$ cat config.mk
export PLATFORM = sky130hd
export DESIGN_NAME = fir_tdm_filter
export DESIGN_NICKNAME = d
export VERILOG_FILES = /design/src/rtl/fir_pkg.sv /design/src/rtl/fir_mac_unit.sv /design/src/rtl/fir_tdm_filter.sv
export SDC_FILE = /design/constraint.sdc
export NUM_CORES = 2
export LEC_CHECK = 0
export ABC_AREA = 1
export CAP_MARGIN = 20
export CORE_MARGIN = 2
export CORE_UTILIZATION = 45
export CTS_CLUSTER_DIAMETER = 120
export DETAILED_ROUTE_END_ITERATION = 10
export HOLD_SLACK_MARGIN = 0.06
export PLACE_DENSITY_LB_ADDON = 0.3
export RECOVER_POWER = 100
export SLEW_MARGIN = 20
export SYNTH_ARGS = -nofsm -noshare
export SYNTH_HDL_FRONTEND = slang
export SYNTH_SLANG_ARGS = --single-unit
$ cat constraint.sdc
create_clock -name clk -period 7.2 [get_ports clk]
set_input_delay 2.16 -clock clk [delete_from_list [all_inputs] [get_ports clk]]
set_output_delay 2.16 -clock clk [all_outputs]
set_load 0.02 [all_outputs]
$ cat src/rtl/fir_pkg.sv
// Shared types and helpers for the time-multiplexed FIR: state encoding,
// default sizes, rounding constant and a width-parametrised signed clip.
package fir_pkg;

    typedef enum logic [1:0] {
        IDLE  = 2'd0,
        MAC   = 2'd1,
        ROUND = 2'd2,
        OUT   = 2'd3
    } fir_state_t;

    localparam int FIR_TAPS_DEF   = 57;
    localparam int FIR_DATA_W_DEF = 16;
    localparam int FIR_COEF_W_DEF = 16;
    localparam int FIR_FRAC_DEF   = 14;

    // Half an LSB of the output scale: added before the arithmetic shift.
    function automatic logic signed [63:0] fir_rnd(input int frac);
        return 64'sd1 <<< (frac - 1);
    endfunction

    function automatic logic signed [63:0] fir_sat(input logic signed [63:0] v, input int w);
        logic signed [63:0] hi;
        logic signed [63:0] lo;
        hi = (64'sd1 <<< (w - 1)) - 64'sd1;
        lo = -(64'sd1 <<< (w - 1));
        if (v > hi)
            return hi;
        else if (v < lo)
            return lo;
        else
            return v;
    endfunction

endpackage

$ cat src/rtl/fir_mac_unit.sv
// Single signed MAC with clear, plus a registered round-half-up/saturate stage;
// result register doubles as the bypass holding register. No backpressure of its own.
module fir_mac_unit
    import fir_pkg::*;
#(
    parameter int DATA_W = FIR_DATA_W_DEF,
    parameter int COEF_W = FIR_COEF_W_DEF,
    parameter int FRAC   = FIR_FRAC_DEF,
    parameter int ACC_W  = 38
) (
    input  logic                     clk,
    input  logic                     rst_n,
    input  logic                     i_clr,
    input  logic                     i_mac_en,
    input  logic signed [DATA_W-1:0] i_sample,
    input  logic signed [COEF_W-1:0] i_coef,
    input  logic                     i_round,
    input  logic                     i_load,
    input  logic signed [DATA_W-1:0] i_load_dat,
    output logic signed [DATA_W-1:0] o_result
);

    localparam logic signed [ACC_W-1:0] RND = ACC_W'(fir_rnd(FRAC));

    logic signed [ACC_W-1:0]         r_acc;
    logic signed [DATA_W-1:0]        r_res;
    logic signed [DATA_W+COEF_W-1:0] w_prod;
    logic signed [ACC_W-1:0]         w_shift;

    assign w_prod  = i_sample * i_coef;
    assign w_shift = (r_acc + RND) >>> FRAC;

    always_ff @(posedge clk or negedge rst_n) begin
        if (!rst_n) begin
            r_acc <= '0;
            r_res <= '0;
        end else begin
            if (i_clr)
                r_acc <= '0;
            else if (i_mac_en)
                r_acc <= r_acc + ACC_W'(w_prod);

            if (i_load)
                r_res <= i_load_dat;
            else if (i_round)
                r_res <= DATA_W'(fir_sat(64'(w_shift), DATA_W));
        end
    end

    assign o_result = r_res;

endmodule

$ cat src/rtl/fir_tdm_filter.sv
// Time-multiplexed FIR, one tap per clock; out_valid TAPS+2 cycles after accept (1 in bypass).
// in_ready drops from accept until the output handshake; output held while out_ready is low.
module fir_tdm_filter
    import fir_pkg::*;
#(
    parameter int TAPS   = FIR_TAPS_DEF,
    parameter int DATA_W = FIR_DATA_W_DEF,
    parameter int COEF_W = FIR_COEF_W_DEF,
    parameter int FRAC   = FIR_FRAC_DEF
) (
    input  logic                      clk,
    input  logic                      rst_n,
    input  logic                      in_valid,
    output logic                      in_ready,
    input  logic signed [DATA_W-1:0]  in_data,
    input  logic                      bypass,
    output logic                      out_valid,
    input  logic                      out_ready,
    output logic signed [DATA_W-1:0]  out_data,
    input  logic                      coef_we,
    input  logic [$clog2(TAPS)-1:0]   coef_addr,
    input  logic signed [COEF_W-1:0]  coef_data,
    output logic                      busy
);

    localparam int ACC_W = DATA_W + COEF_W + $clog2(TAPS);
    localparam int AW    = $clog2(TAPS);
    localparam logic [AW-1:0] LAST = AW'(TAPS - 1);

    fir_state_t               r_state;
    logic signed [DATA_W-1:0] r_hist [TAPS];
    logic signed [COEF_W-1:0] r_coef [TAPS];
    logic [AW-1:0]            r_wp;
    logic [AW-1:0]            r_idx;
    logic [AW-1:0]            r_k;
    logic                     r_out_vld;
    logic signed [DATA_W-1:0] r_out_dat;

    logic                     w_accept;
    logic                     w_coef_wr;
    logic signed [DATA_W-1:0] w_result;

    assign w_accept  = in_valid && (r_state == IDLE);
    assign w_coef_wr = coef_we && (r_state == IDLE) && !in_valid && (int'(coef_addr) < TAPS);

    always_ff @(posedge clk or negedge rst_n) begin
        if (!rst_n) begin
            r_state   <= IDLE;
            r_wp      <= '0;
            r_idx     <= '0;
            r_k       <= '0;
            r_out_vld <= 1'b0;
            r_out_dat <= '0;
            for (int i = 0; i < TAPS; i++) begin
                r_hist[i] <= '0;
                r_coef[i] <= '0;
            end
        end else begin
            if (w_coef_wr)
                r_coef[coef_addr] <= coef_data;

            case (r_state)
                IDLE: begin
                    if (in_valid) begin
                        r_hist[r_wp] <= in_data;
                        r_wp         <= (r_wp == LAST) ? '0 : r_wp + 1'b1;
                        r_idx        <= r_wp;
                        r_k          <= '0;
                        r_state      <= bypass ? OUT : MAC;
                    end
                end
                MAC: begin
                    // Walk backwards from the newest sample while k walks forwards.
                    r_k   <= r_k + 1'b1;
                    r_idx <= (r_idx == '0) ? LAST : r_idx - 1'b1;
                    if (r_k == LAST)
                        r_state <= ROUND;
                end
                ROUND: r_state <= OUT;
                OUT: begin
                    if (!r_out_vld) begin
                        r_out_vld <= 1'b1;
                        r_out_dat <= w_result;
                    end else if (out_ready) begin
                        r_out_vld <= 1'b0;
                        r_state   <= IDLE;
                    end
                end
                default: r_state <= IDLE;
            endcase
        end
    end

    fir_mac_unit #(
        .DATA_W (DATA_W),
        .COEF_W (COEF_W),
        .FRAC   (FRAC),
        .ACC_W  (ACC_W)
    ) u_mac (
        .clk        (clk),
        .rst_n      (rst_n),
        .i_clr      (w_accept && !bypass),
        .i_mac_en   (r_state == MAC),
        .i_sample   (r_hist[r_idx]),
        .i_coef     (r_coef[r_k]),
        .i_round    (r_state == ROUND),
        .i_load     (w_accept && bypass),
        .i_load_dat (in_data),
        .o_result   (w_result)
    );

    assign in_ready  = (r_state == IDLE);
    assign busy      = (r_state != IDLE);
    assign out_valid = r_out_vld;
    assign out_data  = r_out_dat;

endmodule
==> flow_metrics.py <==
metrics = {
    "synthesis": {
        "synth_compound_area_share_pct": 18.42,
        "synth-seq-area-share_pct": 48.89,
        "syn_nets": 12235,
        "synthFlopType": "dfrtp_1",
        "ys_seq_elements": 1915,
        "muxShareOfSynthArea_pct": 0.2144,
        "synthArstFlopShare_pct": 100.0,
        "synth_simple_gate_area_share_pct": 17.41,
        "synth_edf_count": 0,
        "ys_warn_count": 0,
        "avgSynthCellArea_um2": 8.345,
        "synth_top_family_by_area": "compound AO/OA/AOI/OAI gates",
        "synth_area_mm2": 0.09803,
        "synth-xor-area-share_pct": 0.2234,
        "synthDistinctLibCells": 58,
        "synth_fa_ha_area_share_pct": 8.133,
        "synth_cells": 11747,
    },
    "layout": {
        "drive_gt1_share_pct": 13.57,
        "area_growth_pct": 18.23,
        "layout.cells.non_filler": 14999,
        "final_cell_mix": "nand2_1 (2857), o21ai_0 (2563), dfrtp_1 (1908)",
        "fin_nets": 12463,
        "layout_commonest_cell": "nand2_1",
    },
    "floorplan": {
        "rows": 171,
        "dieArea_mm2": 0.2216,
        "die_y_um": 470.7,
        "start_util_pct": 45.23,
        "pin_count": 63,
        "core_area_mm2": 0.2167,
        "die_w_um": 470.7,
    },
    "worst_setup_path": {
        "required_ns": 7.95,
        "slowest_stage": "fa_1",
        "start_kind": "register",
        "crit_fanout": 11,
        "path_class": "register to register",
        "cp.arrival_ns": 8.19,
        "slowest_delay_ns": 0.56,
        "crit_path_frequent_cell": "fa_1",
        "r2r_cells": 32,
        "crit_path_end_kind": "register",
    },
    "sta": {
        "skew_ns": 0.04627,
        "setup_viol": 22,
        "hold_viol": 0,
        "rsz0062_at_grt": "yes",
        "worstMarginPinSlew_ns": 3.099,
        "period_share_pct": 103.3,
        "timing.final.ws_setup_ns": -0.2394,
        "slew_viol_final": 1131,
        "slew_headroom_pct": -106.6,
        "max_freq_ghz": 0.1344,
        "period_minus_slack_ns": 7.439,
    },
    "clocking": {
        "clockBufferDepth": 3,
        "clkSinkCount": 1915,
        "postCtsHoldBufs": 0,
        "clkSlewWorstSetupHoldPaths_ns": 0.06,
        "clock_latency_ns": 0.89,
        "numCtsBuffers": 197,
        "tritoncts": "built",
        "htree_levels": 4,
        "ctsRootBufferMaster": "clkbuf_16",
    },
    "routing": {
        "route.vias.total": 86488,
        "wl_mm": 324.6,
        "wl_per_cell_um": 21.64,
        "viasPerCell": 5.766,
        "antenna_left": 0,
        "dr.pass1.iters": 7,
        "drtIter0Drc": 9819,
        "drc": 0,
    },
    "grt": {
        "gr-usage-met1_pct": 39.88,
        "grt-busiest-layer": "met2",
        "grt_use_total_pct": 28.92,
        "grt_pass1_vias": 84123,
        "met2_usage_pct": 45.08,
        "grtUsageMet3_pct": 4.876,
        "grt_pass1_wl_mm": 503.5,
        "grt_max_degree": 175,
        "grt-ovfl-total": 0,
        "antenna_found_initial": 5,
    },
    "run": {
        "max-cap-violations": 18,
    },
    "placed_design": {
        "port-buffer-count": 62,
        "place_ws_ns": -0.7502,
        "dp.final_hpwl_mm": 205.4,
        "place_inst": 14506,
        "globalplace.congestion": 0.9462,
    },
    "min_path": {
        "hold_class": "register to register",
        "holdPathStages": 2,
    },
    "outcome": {
        "outcome": "finished with violations",
        "violations": "capacitance limit, slew limit, setup timing",
    },
}
## routing by layer
metal  vias to the layer above  share of wire [%]
li1                      39131                  -
met1                     42728                 42
met2                      3940                 45
met3                       685                8.3
met4                         4                4.5
met5                         -             0.0065
## critical path: cells and delay by family (launching register included)
family                   cells  cell delay [ns]
AO/OA/AOI/OAI                4             0.54
adder cells (fa/ha/maj)      7             3.25
buffers and inverters        9             1.14
flip-flops                   1             0.50
AND/OR/NAND/NOR             12             1.83
## sequential cells by signal (all words and copies together) (netlist names)
| signal | flops |
|---|---|
| r_coef | 912 |
| u_mac.r_acc | 38 |
| r_hist | 912 |
| r_state | 2 |
| r_idx | 6 |
| out_data | 16 |
| r_wp | 6 |
| u_mac.o_result | 16 |
| out_valid | 1 |
| r_k | 6 |
## kinds of logic after synthesis
kind of cell / after synthesis
XOR/XNOR: 25
flip-flops: 1915
AO/OA/AOI/OAI: 3367
multiplexers: 19
AND/OR/NAND/NOR: 4346
adder cells (fa/ha/maj): 444
buffers and inverters: 1631
## worst paths after layout
| check | from | end | slack [ns] |
|---|---|---|---|
| max | r_k[0] | u_mac.r_acc[30] | -0.24 |
| min | r_hist[126] | r_hist[126] | 0.48 |
| max reg2reg | r_k[0] | u_mac.r_acc[30] | -0.24 |
| min reg2reg | r_hist[126] | r_hist[126] | 0.48 |
| max in group asynchronous | rst_n | r_coef[409] | 0.54 |
| min in group asynchronous | rst_n | u_mac.r_acc[4] | 2.18 |
## timing repair
item                       in CTS  in global routing
setup endpoints to repair      27                 27
gates resized for setup       486                175
pin swaps                     128                 72
cloned                         22                 11
setup buffers                  71                 18
## synth_stat cells (4+ instances only)
cell      count  area share, %
nand2_1    2915             11
o21ai_0    2646             14
dfrtp_1    1915             49
nor2_1     1022            3.9
clkbuf_1    731            2.8
inv_1       667            2.6
fa_1        322            6.6
nand3_1     280            1.4
o22ai_1     239            1.5
o221ai_1    157            1.4
buf_2       139           0.71
ha_1        122            1.6
a21oi_1     114           0.58
o21ai_1      91           0.46
o211ai_1     60           0.46
buf_4        59           0.45
nand4_1      44           0.28
nor3_1       37           0.19
xor2_1       21           0.19
mux2_2       16           0.18
a31oi_1      12          0.077
buf_1        12          0.046
inv_2        11          0.042
nand2_2       9          0.057
buf_6         8          0.092
nand3_2       8          0.082
o21bai_1      8          0.061
a21o_1        7          0.054
nand3b_1      6          0.046
nor2_2        6          0.038
a22o_1        5          0.045
nor3_2        5          0.051
o21a_1        4          0.031
xnor2_1       4          0.036
## per-stage QoR
stage	hold slack, ns	TNS (ns)	util, %	area (µm²)
after detailed placement	0.4629	-15.97	48.59	105300
after CTS	0.4750	-1.368	53.12	115100
final	0.4758	-3.472	53.47	115900
after global routing	0.4939	-39.07	53.47	115900
after floorplan	0.4450	0	-	98030
after global placement	0.4586	-15.95	48.58	105300
## cell type report
type,instances,area [µm²]
multi-input cells,8201,45430
clock inverters,69,838.3
repair buffers,975,9604
diodes,5,12.51
inverters,682,2620
clock buffers,295,5849
repair inverters,3,28.78
well taps,2854,3571
flip-flops and latches,1915,47940
fillers,19589,100800
Power is not shown: default switching activity piles up to over one toggle a cycle in this logic, so the estimate is an artifact.
